## src/rtl/audio_pkg.sv

```systemverilog
// ---------------------------------------------------------------------------
// audio_pkg
// Shared definitions for the audio playback back-end.
//   SAMPLE_W_DEF   : default sample width (register-file audio tap R6[15:5])
//   FIFO_DEPTH_DEF : default sample buffer depth
//   CLK_DIV_8K     : clk cycles per sample period at 50 MHz / 8 kHz
//   hs_state_t     : valid/ack handshake FSM states
// ---------------------------------------------------------------------------
package audio_pkg;

    localparam int unsigned SAMPLE_W_DEF   = 11;
    localparam int unsigned FIFO_DEPTH_DEF = 4;
    localparam int unsigned CLK_DIV_8K     = 6250;

    typedef enum logic [1:0] {
        WAIT_VALID,
        WAIT_SPACE,
        ACK_HIGH
    } hs_state_t;

endpackage

```

## src/rtl/sample_fifo.sv

```systemverilog
// ---------------------------------------------------------------------------
// sample_fifo
// Small synchronous FIFO holding audio samples between the processor
// handshake and the sample-rate playback logic.
//   clk, rst : clock, asynchronous active-high reset
//   push     : write din (ignored when full)
//   din      : sample to write
//   pop      : advance head (ignored when empty)
//   dout     : current head entry (valid when !empty)
//   full     : registered, level == FIFO_DEPTH
//   empty    : registered, level == 0
//   level    : current occupancy, 0..FIFO_DEPTH
// ---------------------------------------------------------------------------
module sample_fifo #(
    parameter int unsigned SAMPLE_W   = 11,
    parameter int unsigned FIFO_DEPTH = 4
) (
    input  logic                          clk,
    input  logic                          rst,
    input  logic                          push,
    input  logic [SAMPLE_W-1:0]           din,
    input  logic                          pop,
    output logic [SAMPLE_W-1:0]           dout,
    output logic                          full,
    output logic                          empty,
    output logic [$clog2(FIFO_DEPTH):0]   level
);

    localparam int unsigned PTR_W = $clog2(FIFO_DEPTH);
    localparam int unsigned LVL_W = PTR_W + 1;

    logic [SAMPLE_W-1:0] mem [FIFO_DEPTH];
    logic [PTR_W-1:0]    wr_ptr;
    logic [PTR_W-1:0]    rd_ptr;
    logic [LVL_W-1:0]    level_nxt;
    logic                do_push;
    logic                do_pop;

    assign do_push = push && !full;
    assign do_pop  = pop && !empty;
    assign dout    = mem[rd_ptr];

    always_comb begin
        level_nxt = level;
        unique case ({do_push, do_pop})
            2'b10:   level_nxt = level + LVL_W'(1);
            2'b01:   level_nxt = level - LVL_W'(1);
            default: level_nxt = level;
        endcase
    end

    always_ff @(posedge clk) begin
        if (do_push) begin
            mem[wr_ptr] <= din;
        end
    end

    always_ff @(posedge clk or posedge rst) begin
        if (rst) begin
            wr_ptr <= '0;
            rd_ptr <= '0;
            level  <= '0;
            full   <= 1'b0;
            empty  <= 1'b1;
        end else begin
            if (do_push) begin
                wr_ptr <= wr_ptr + PTR_W'(1);
            end
            if (do_pop) begin
                rd_ptr <= rd_ptr + PTR_W'(1);
            end
            level <= level_nxt;
            full  <= (level_nxt == LVL_W'(FIFO_DEPTH));
            empty <= (level_nxt == '0);
        end
    end

endmodule

```

## src/rtl/audio_sample_player.sv

```systemverilog
// ---------------------------------------------------------------------------
// audio_sample_player
// Playback back-end for the processor audio path: accepts samples over a
// 4-phase valid/ack handshake, buffers them, releases one per sample period
// and renders the current sample as a PWM bitstream.
//   clk, rst      : clock, asynchronous active-high reset
//   sample_in     : sample from register-file audio tap (stable while valid)
//   sample_valid  : processor "sample ready" flag (R14 bit 0)
//   sample_ack    : registered acknowledge, drives register-file R13 flag
//   enable        : playback enable; 0 halts divider/PWM, output low
//   underrun_clr  : clears the sticky underrun flag
//   pwm_out       : registered PWM audio bitstream
//   underrun      : sticky, a sample tick found the FIFO empty
//   fifo_level    : current FIFO occupancy
// ---------------------------------------------------------------------------
module audio_sample_player
    import audio_pkg::*;
#(
    parameter int unsigned SAMPLE_W   = SAMPLE_W_DEF,
    parameter int unsigned FIFO_DEPTH = FIFO_DEPTH_DEF,
    parameter int unsigned CLK_DIV    = CLK_DIV_8K
) (
    input  logic                          clk,
    input  logic                          rst,
    input  logic [SAMPLE_W-1:0]           sample_in,
    input  logic                          sample_valid,
    output logic                          sample_ack,
    input  logic                          enable,
    input  logic                          underrun_clr,
    output logic                          pwm_out,
    output logic                          underrun,
    output logic [$clog2(FIFO_DEPTH):0]   fifo_level
);

    localparam int unsigned DIV_W = $clog2(CLK_DIV);

    hs_state_t           state;
    hs_state_t           state_nxt;
    logic                ack_nxt;
    logic                push;
    logic                pop;
    logic                full;
    logic                empty;
    logic [SAMPLE_W-1:0] fifo_head;
    logic [SAMPLE_W-1:0] cur_sample;
    logic [DIV_W-1:0]    div_cnt;
    logic                tick;
    logic [SAMPLE_W-1:0] pwm_cnt;

    sample_fifo #(
        .SAMPLE_W   (SAMPLE_W),
        .FIFO_DEPTH (FIFO_DEPTH)
    ) u_fifo (
        .clk   (clk),
        .rst   (rst),
        .push  (push),
        .din   (sample_in),
        .pop   (pop),
        .dout  (fifo_head),
        .full  (full),
        .empty (empty),
        .level (fifo_level)
    );

    // ---------------- handshake FSM ----------------
    always_ff @(posedge clk or posedge rst) begin
        if (rst) begin
            state      <= WAIT_VALID;
            sample_ack <= 1'b0;
        end else begin
            state      <= state_nxt;
            sample_ack <= ack_nxt;
        end
    end

    always_comb begin
        state_nxt = state;
        unique case (state)
            WAIT_VALID: if (sample_valid) state_nxt = full ? WAIT_SPACE : ACK_HIGH;
            WAIT_SPACE: if (!full)        state_nxt = ACK_HIGH;
            ACK_HIGH:   if (!sample_valid) state_nxt = WAIT_VALID;
            default:    state_nxt = WAIT_VALID;
        endcase
    end

    // Push decisions use the registered full flag, so a same-cycle pop at
    // full only frees the slot for the following cycle.
    always_comb begin
        push = 1'b0;
        unique case (state)
            WAIT_VALID: push = sample_valid && !full;
            WAIT_SPACE: push = !full;
            default:    push = 1'b0;
        endcase
        // ack is a dedicated flop so the R13 flag never sees decode glitches.
        ack_nxt = (state_nxt == ACK_HIGH);
    end

    // ---------------- sample-rate divider ----------------
    assign tick = enable && (div_cnt == DIV_W'(CLK_DIV - 1));
    assign pop  = tick && !empty;

    always_ff @(posedge clk or posedge rst) begin
        if (rst) begin
            div_cnt <= '0;
        end else if (!enable || tick) begin
            div_cnt <= '0;
        end else begin
            div_cnt <= div_cnt + DIV_W'(1);
        end
    end

    always_ff @(posedge clk or posedge rst) begin
        if (rst) begin
            cur_sample <= '0;
        end else if (pop) begin
            cur_sample <= fifo_head;
        end
    end

    // A set on an empty tick wins over a same-cycle clear.
    always_ff @(posedge clk or posedge rst) begin
        if (rst) begin
            underrun <= 1'b0;
        end else if (tick && empty) begin
            underrun <= 1'b1;
        end else if (underrun_clr) begin
            underrun <= 1'b0;
        end
    end

    // ---------------- PWM ----------------
    // Counter restarts on every tick so each sample period begins at count 0.
    always_ff @(posedge clk or posedge rst) begin
        if (rst) begin
            pwm_cnt <= '0;
        end else if (!enable || tick) begin
            pwm_cnt <= '0;
        end else begin
            pwm_cnt <= pwm_cnt + SAMPLE_W'(1);
        end
    end

    always_ff @(posedge clk or posedge rst) begin
        if (rst) begin
            pwm_out <= 1'b0;
        end else begin
            pwm_out <= enable && (pwm_cnt < cur_sample);
        end
    end

endmodule

```

## config.mk

```make
export PLATFORM = sky130hd
export DESIGN_NAME = audio_sample_player
export DESIGN_NICKNAME = d
export VERILOG_FILES = /design/src/rtl/audio_pkg.sv /design/src/rtl/sample_fifo.sv /design/src/rtl/audio_sample_player.sv
export SDC_FILE = /design/constraint.sdc
export NUM_CORES = 1
export LEC_CHECK = 0
export CORE_ASPECT_RATIO = 1.4
export CORE_UTILIZATION = 58
export DETAILED_ROUTE_END_ITERATION = 10
export PLACE_DENSITY = 0.88
export SLEW_MARGIN = 20
export SYNTH_ARGS = -nofsm -noshare
export SYNTH_HDL_FRONTEND = slang
export SYNTH_SLANG_ARGS = --single-unit
```

## constraint.sdc

```tcl
create_clock -name clk -period 4.7 [get_ports clk]
set_input_delay 0.94 -clock clk [delete_from_list [all_inputs] [get_ports clk]]
set_output_delay 0.94 -clock clk [all_outputs]
set_load 0.03 [all_outputs]
```

After elaboration in Yosys (flattened, before gate mapping)
Memories as Yosys holds them, arrays and structs flattened. A register that Yosys moved wholly into a read port is not among the register bits.
Index checks and enable logic that the tools add are counted.
{ "classes": {"add_sub_neg": 6, "order_cmp": 1, "n_eq_ne": 7, "n_mux": 13, "reduce_logical": 14} }
{ "ops": {"columns": ["operator", "n"], "rows": [
  ["13-bit by 1-bit adder with 13-bit output, second input constant", 1],
  ["13-bit equality test, second input constant", 1],
  ["13-bit two-way mux", 1],
  ["11-bit by 1-bit adder with 11-bit output, second input constant", 1],
  ["11-bit < comparator", 1],
  ["11-bit two-way mux", 1],
  ["2-bit two-way mux", 4],
  ["1-bit logical AND", 7],
  ["2-bit equality test, second input constant", 3],
  ["2-bit one-hot mux with 3 select lines", 1],
  ["3-bit one-hot mux with 2 select lines", 1],
  ["2-bit by 1-bit adder with 2-bit output, second input constant", 2],
  ["2-bit by 1-bit equality test with 1-bit output, second input constant", 2],
  ["1-bit two-way mux", 4],
  ["3-bit by 1-bit adder with 3-bit output, second input constant", 1],
  ["3-bit equality test, second input constant", 1],
  ["1-bit logical NOT", 3],
  ["3-bit logical NOT", 1],
  ["3-bit by 1-bit subtractor with 3-bit output, second input constant", 1],
  ["2-bit logical NOT", 1],
  ["1-bit one-hot mux with 2 select lines", 1],
  ["2-bit nonzero test", 1],
  ["1-bit logical OR", 1]
]} }
{ "word_totals": {"register_bits": 38, "ram_bits": 44, "output_inout_bits": 6, "word_cells": 53, "n_memories": 1} }
{ "memory_table": {"columns": ["memory", "words", "word_bits", "rd", "rd_clocked_by_memory_dff", "wr", "line_no", "source"], "rows": [
  ["u_fifo.mem", 4, 11, 1, 1, 1, "sample_fifo.sv:32", "logic [SAMPLE_W-1:0] mem [FIFO_DEPTH];"]
]} }

Logic depth before layout (Yosys ltp)
{ "logic_depth": {"ltp_word": 7, "ltp_mapped": 11, "ltp_nobuf": 11} }

By module
Synthesis repeated with hierarchy kept, for this count alone.
{ "hier_totals": {"hier_cells": 301, "area_unflattened_um2": 4155.2} }
{ "modules_own_cells": {"columns": ["module", "n_inst", "cells_each", "area_each_um2", "seq_area_each_um2"], "rows": [
  ["sample_fifo", 1, 105, 2094.5, 1547.7],
  ["audio_sample_player", 1, 196, 2060.7, 1001.0]
]} }

Worst setup path after synthesis
Ideal clock, no wire load.
{ "synth_timing": {"path_type": "reg2reg", "startpoint": "register div_cnt[1]", "endpoint": "register u_fifo.empty", "setup_time_ns": 0.062, "arrival_time_ns": 3.056, "t_required_ns": 4.638, "slack_ns": 1.582, "stages_incl_launch_ff": 12, "n_path_buf": 0, "period_less_slack_ns": 3.118, "cell_sequence": "dfrtp_1 > inv_1 > ha_1 > or4bb_1 > or4_1 > nor2_1 > ha_1 > inv_1 > fa_1 > nor2_1 > or3b_2 > and3b_1"} }
{ "synth_via": {"elab_chain_cells": 7} }
{ "synth_lines": {"columns": ["item", "line_no", "source"], "rows": [
  ["start, declared", "audio_sample_player.sv:46", "logic [DIV_W-1:0] div_cnt;"],
  ["start signal, assigned", "audio_sample_player.sv:109", "div_cnt <= div_cnt + DIV_W'(1);"],
  ["13-bit equality test (*)", "audio_sample_player.sv:100", "assign tick = enable && (div_cnt == DIV_W'(CLK_DIV - 1));"],
  ["1-bit logical AND (*)", "audio_sample_player.sv:100", null],
  ["1-bit logical AND (*)", "audio_sample_player.sv:101", "assign pop = tick && !empty;"],
  ["via pop", "audio_sample_player.sv:41", "logic pop;"],
  ["1-bit logical AND (*)", "sample_fifo.sv:40", "assign do_pop = pop && !empty;"],
  ["2-bit by 1-bit equality test with 1-bit output or 2-bit equality test (tied branches)", "sample_fifo.sv:45", "unique case ({do_push, do_pop})"],
  ["3-bit one-hot mux with 2 select lines (*)", "sample_fifo.sv:45", null],
  ["3-bit logical NOT (*)", "sample_fifo.sv:74", "empty <= (level_nxt == '0);"],
  ["end signal, assigned", "sample_fifo.sv:74", null],
  ["end, declared", "sample_fifo.sv:25", "output logic empty,"]
]} }
The timed path passes the listed nets; every way through them passes the cells marked *.
A chain may end at the register's enable or synchronous reset.

Final worst setup path
{ "layout_timing": {"startpoint": "input enable", "endpoint": "register u_fifo.empty"} }
{ "layout_via": {"elab_chain_cells": 6} }
{ "layout_lines": {"columns": ["item", "line_no", "source"], "rows": [
  ["start, declared", "audio_sample_player.sv:28", "input logic enable,"],
  ["1-bit logical AND (*)", "audio_sample_player.sv:100", null],
  ["1-bit logical AND (*)", "audio_sample_player.sv:101", null],
  ["via pop", "audio_sample_player.sv:41", null],
  ["1-bit logical AND (*)", "sample_fifo.sv:40", null],
  ["2-bit by 1-bit equality test with 1-bit output or 2-bit equality test (tied branches)", "sample_fifo.sv:45", null],
  ["3-bit one-hot mux with 2 select lines (*)", "sample_fifo.sv:45", null],
  ["3-bit logical NOT (*)", "sample_fifo.sv:74", null]
]} }
Marks and branches as above.

==> flow_summary.json <==
{
  "most_common_cell_after_layout_fill_and_taps_aside": "sky130_fd_sc_hd__dfrtp_1",
  "chipHeight_um": 102.4,
  "dr_total_vias": 2482,
  "slew_viol_final": 0,
  "grt_antenna_before_repair": 0,
  "route.detailed.drc": 0,
  "finalSetupTns_ns": 0,
  "drt_pass1_iterations": 4,
  "worst_skew_pair.late_latency_ns": 0.36,
  "tritoncts.num_buffers": 9,
  "grt.total_usage_pct": 20.77,
  "gpl.final_weighted_congestion": 0.8662,
  "synth-xor-area-share_pct": 2.306,
  "clock.fmax_mhz": 291.1,
  "cts.root.buffer_cell": "sky130_fd_sc_hd__clkbuf_8",
  "combinational_family_with_the_most_area_after_synthesis": "simple AND/OR/NAND/NOR gates",
  "yosys.area_share.simple_pct": 11.32,
  "startpoint_type": "input pin",
  "post-route-period-util_pct": 73.10,
  "final_cell_count_no_fill": 425,
  "pin_count_of_the_biggest_net_entering_global_routing": 50,
  "route.detailed.wl_per_inst_um": 16.50,
  "unrepaired_setup_endpoints_after_global_routing": "false",
  "grt_first_pass_wirelength_mm": 11.46,
  "synth_fa_ha_area_share_pct": 5.870,
  "outcome": "complete, no violations",
  "initialDrtViolationCount": 159,
  "max_slew_margin_pct": 28.34,
  "synth.yosys.warnings": 0,
  "layout.filler_cells": 464,
  "synth.net_count": 332,
  "drive_above_1_share_pct": 14.55,
  "syn_area_per_cell_sq_um": 14.07,
  "rows": 36,
  "ys_ff_latch": 93,
  "ioPinCount": 22,
  "avgViaCountPerCell": 5.840,
  "crit_required_ns": 5.01,
  "cts_setup_buffers": 0,
  "drv_cap": 0,
  "holdCritPathClass": "reg -> reg",
  "final_antenna_net_count": 0,
  "crit_arrival_ns": 3.74,
  "core-area_sq_um": 6982,
  "synth_flop_cell": "sky130_fd_sc_hd__dfrtp_1",
  "totalWireLength_mm": 7.011,
  "cts_sinks": 93,
  "die_ar_sq_um": 7551,
  "dieWidth_um": 73.73,
  "critical_path.endpoint_type": "flop",
  "cts-htree-levels": 3,
  "dp_cells": 409,
  "critical_path_peak_fanout": 5,
  "first_global_vias": 2502,
  "skew_ns": 0.01123,
  "numPortBuffers": 21,
  "source_of_the_worst_hold_timing_path": "state[0]",
  "overflow": 0,
  "synth-compound-area-share_pct": 6.289,
  "tritoncts_clock_tree": "yes",
  "cts_hold_buffers": 0,
  "multiInputGateArea_sq_um": 1494,
  "pre_cts_ws_ns": 0.9186,
  "cts-root-to-sink-buffers": 2,
  "seq_total_area_yosys_pct": 61.01,
  "fin_crit_ns": 3.436,
  "register_area_sq_um": 2549,
  "starting_density_of_the_core_pct": 59.84,
  "critical_path.startpoint": "enable",
  "final_net_count": 360,
  "cellPowerDensity_nw_per_um2": 385.7,
  "synth.area.mux_share_pct": 9.973,
  "setup_viol": 0,
  "async_set_reset_flop_share_out_of_synthesis_pct": 52.69,
  "count_of_mapped_cells_out_of_synthesis": 297,
  "rr_startpoint": "div_cnt[1]",
  "hpwlAfterDp_mm": 4.788,
  "area_growth_syn_to_layout_pct": 11.77,
  "setup.worst_path.class": "in -> reg",
  "synthesis.area_sq_um": 4178,
  "timing_worst_slew_pin_value_ns": 1.067,
  "synth-edff-count": 44,
  "leakagePower_nw": 1.776,
  "irDropWorstVdd_v": 0.0003320,
  "worst_setup_hold_path_clk_slew_ns": 0.10,
  "setup_ws_ns": 1.264,
  "hold_slack_ns": 0.4966,
  "ctsResizeCount": 0,
  "final_hold_vios": 0,
  "ant_cells": 0,
  "mostFrequentLayoutCells": "48 x sky130_fd_sc_hd__dfrtp_1, 44 x sky130_fd_sc_hd__edfxtp_1, 25 x sky130_fd_sc_hd__inv_1",
  "number_of_distinct_library_cells_after_synthesis": 43
}
-- through the flow --
step	total power [mW]	area (sq um)	util [%]
finish	1.801	4669	66.88
global route	1.882	4669	66.88
CTS	1.817	4668	66.86
detailed placement	1.318	4477	64.12
global placement	1.289	4477	64.12
floorplan	1.202	4178	-
-- synth_stat cells (2+ instances only) --
cell type / count / area (sq um)
sky130_fd_sc_hd__dfrtp_1: 48 / 1201
sky130_fd_sc_hd__edfxtp_1: 44 / 1321
sky130_fd_sc_hd__inv_1: 26 / 97.59
sky130_fd_sc_hd__a21oi_1: 18 / 90.09
sky130_fd_sc_hd__ha_1: 18 / 225.2
sky130_fd_sc_hd__nor2_1: 13 / 48.80
sky130_fd_sc_hd__mux4_2: 11 / 247.7
sky130_fd_sc_hd__o21ai_0: 11 / 55.05
sky130_fd_sc_hd__nand2_1: 10 / 37.54
sky130_fd_sc_hd__or4_1: 10 / 75.07
sky130_fd_sc_hd__mux2_4: 9 / 135.1
sky130_fd_sc_hd__o31ai_1: 9 / 67.56
sky130_fd_sc_hd__nand3_1: 8 / 40.04
sky130_fd_sc_hd__nand4_1: 7 / 43.79
sky130_fd_sc_hd__xor2_1: 6 / 52.55
sky130_fd_sc_hd__or3_1: 5 / 31.28
sky130_fd_sc_hd__xnor2_1: 5 / 43.79
sky130_fd_sc_hd__and2_1: 4 / 25.02
sky130_fd_sc_hd__nor2b_1: 4 / 25.02
sky130_fd_sc_hd__a211oi_1: 3 / 22.52
sky130_fd_sc_hd__buf_2: 3 / 15.01
sky130_fd_sc_hd__mux2_2: 3 / 33.78
sky130_fd_sc_hd__nor3_1: 2 / 10.01
-- layout make-up --
class	instances	area share (%)
clock inverter	7	1.447
timing repair buffer	22	4.662
inverter	26	2.117
clock buffer	9	2.653
multi-input combinational	173	31.99
tap	95	2.546
sequential	93	54.58
-- critical path, stage by stage --
cell and delay, ns:
sky130_fd_sc_hd__clkdlybuf4s50_1 0.58, sky130_fd_sc_hd__inv_1 0.05, sky130_fd_sc_hd__or4_1 0.55, sky130_fd_sc_hd__nor2_1 0.13, sky130_fd_sc_hd__ha_1 0.20, sky130_fd_sc_hd__inv_1 0.06
sky130_fd_sc_hd__fa_1 0.50, sky130_fd_sc_hd__nor2_1 0.05, sky130_fd_sc_hd__or3b_2 0.46, sky130_fd_sc_hd__and3b_1 0.23
-- kinds of logic after synthesis --
kind of cell    Yosys count
compound gates           44
xor+xnor                 11
fa+ha+maj                19
buf+inv                  31
flops                    93
mux                      23
simple gates             76
-- power breakdown --
part | leakage, nW | switching, mW | internal (mW)
clock | 0.0989 | 0.301 | 0.205
sequential | 1.06 | 0.0490 | 0.955
combinational | 0.619 | 0.167 | 0.125
-- path summary, 6_finish.rpt --
kind	end	slack, ns	depth (start not counted)
worst min register to register	sample_ack	0.50	1
worst max-delay path	u_fifo.empty	1.26	10
worst min-delay path	sample_ack	0.50	1
max in group asynchronous	u_fifo.rd_ptr[0]	3.16	2
worst max register to register	u_fifo.empty	1.34	11
min in group asynchronous	div_cnt[5]	1.03	2
-- sequential cells by signal, summed over array words and instances (netlist names) --
register       cells
u_fifo.mem        44
u_fifo.empty       1
pwm_out            1
u_fifo.rd_ptr      2
sample_ack         1
u_fifo.full        1
cur_sample        11
u_fifo.level       3
div_cnt           13
pwm_cnt           11
underrun           1
u_fifo.wr_ptr      2
state              2
-- per-layer routing --
metal	track usage, %	up-vias	routed length [um]
met1	25.41	1273	2949
li1	-	1168	-
met4	8.580	0	101
met5	0	-	0
met3	4.832	10	135
met2	35.36	31	3825
(Power assumes the default switching activity.)
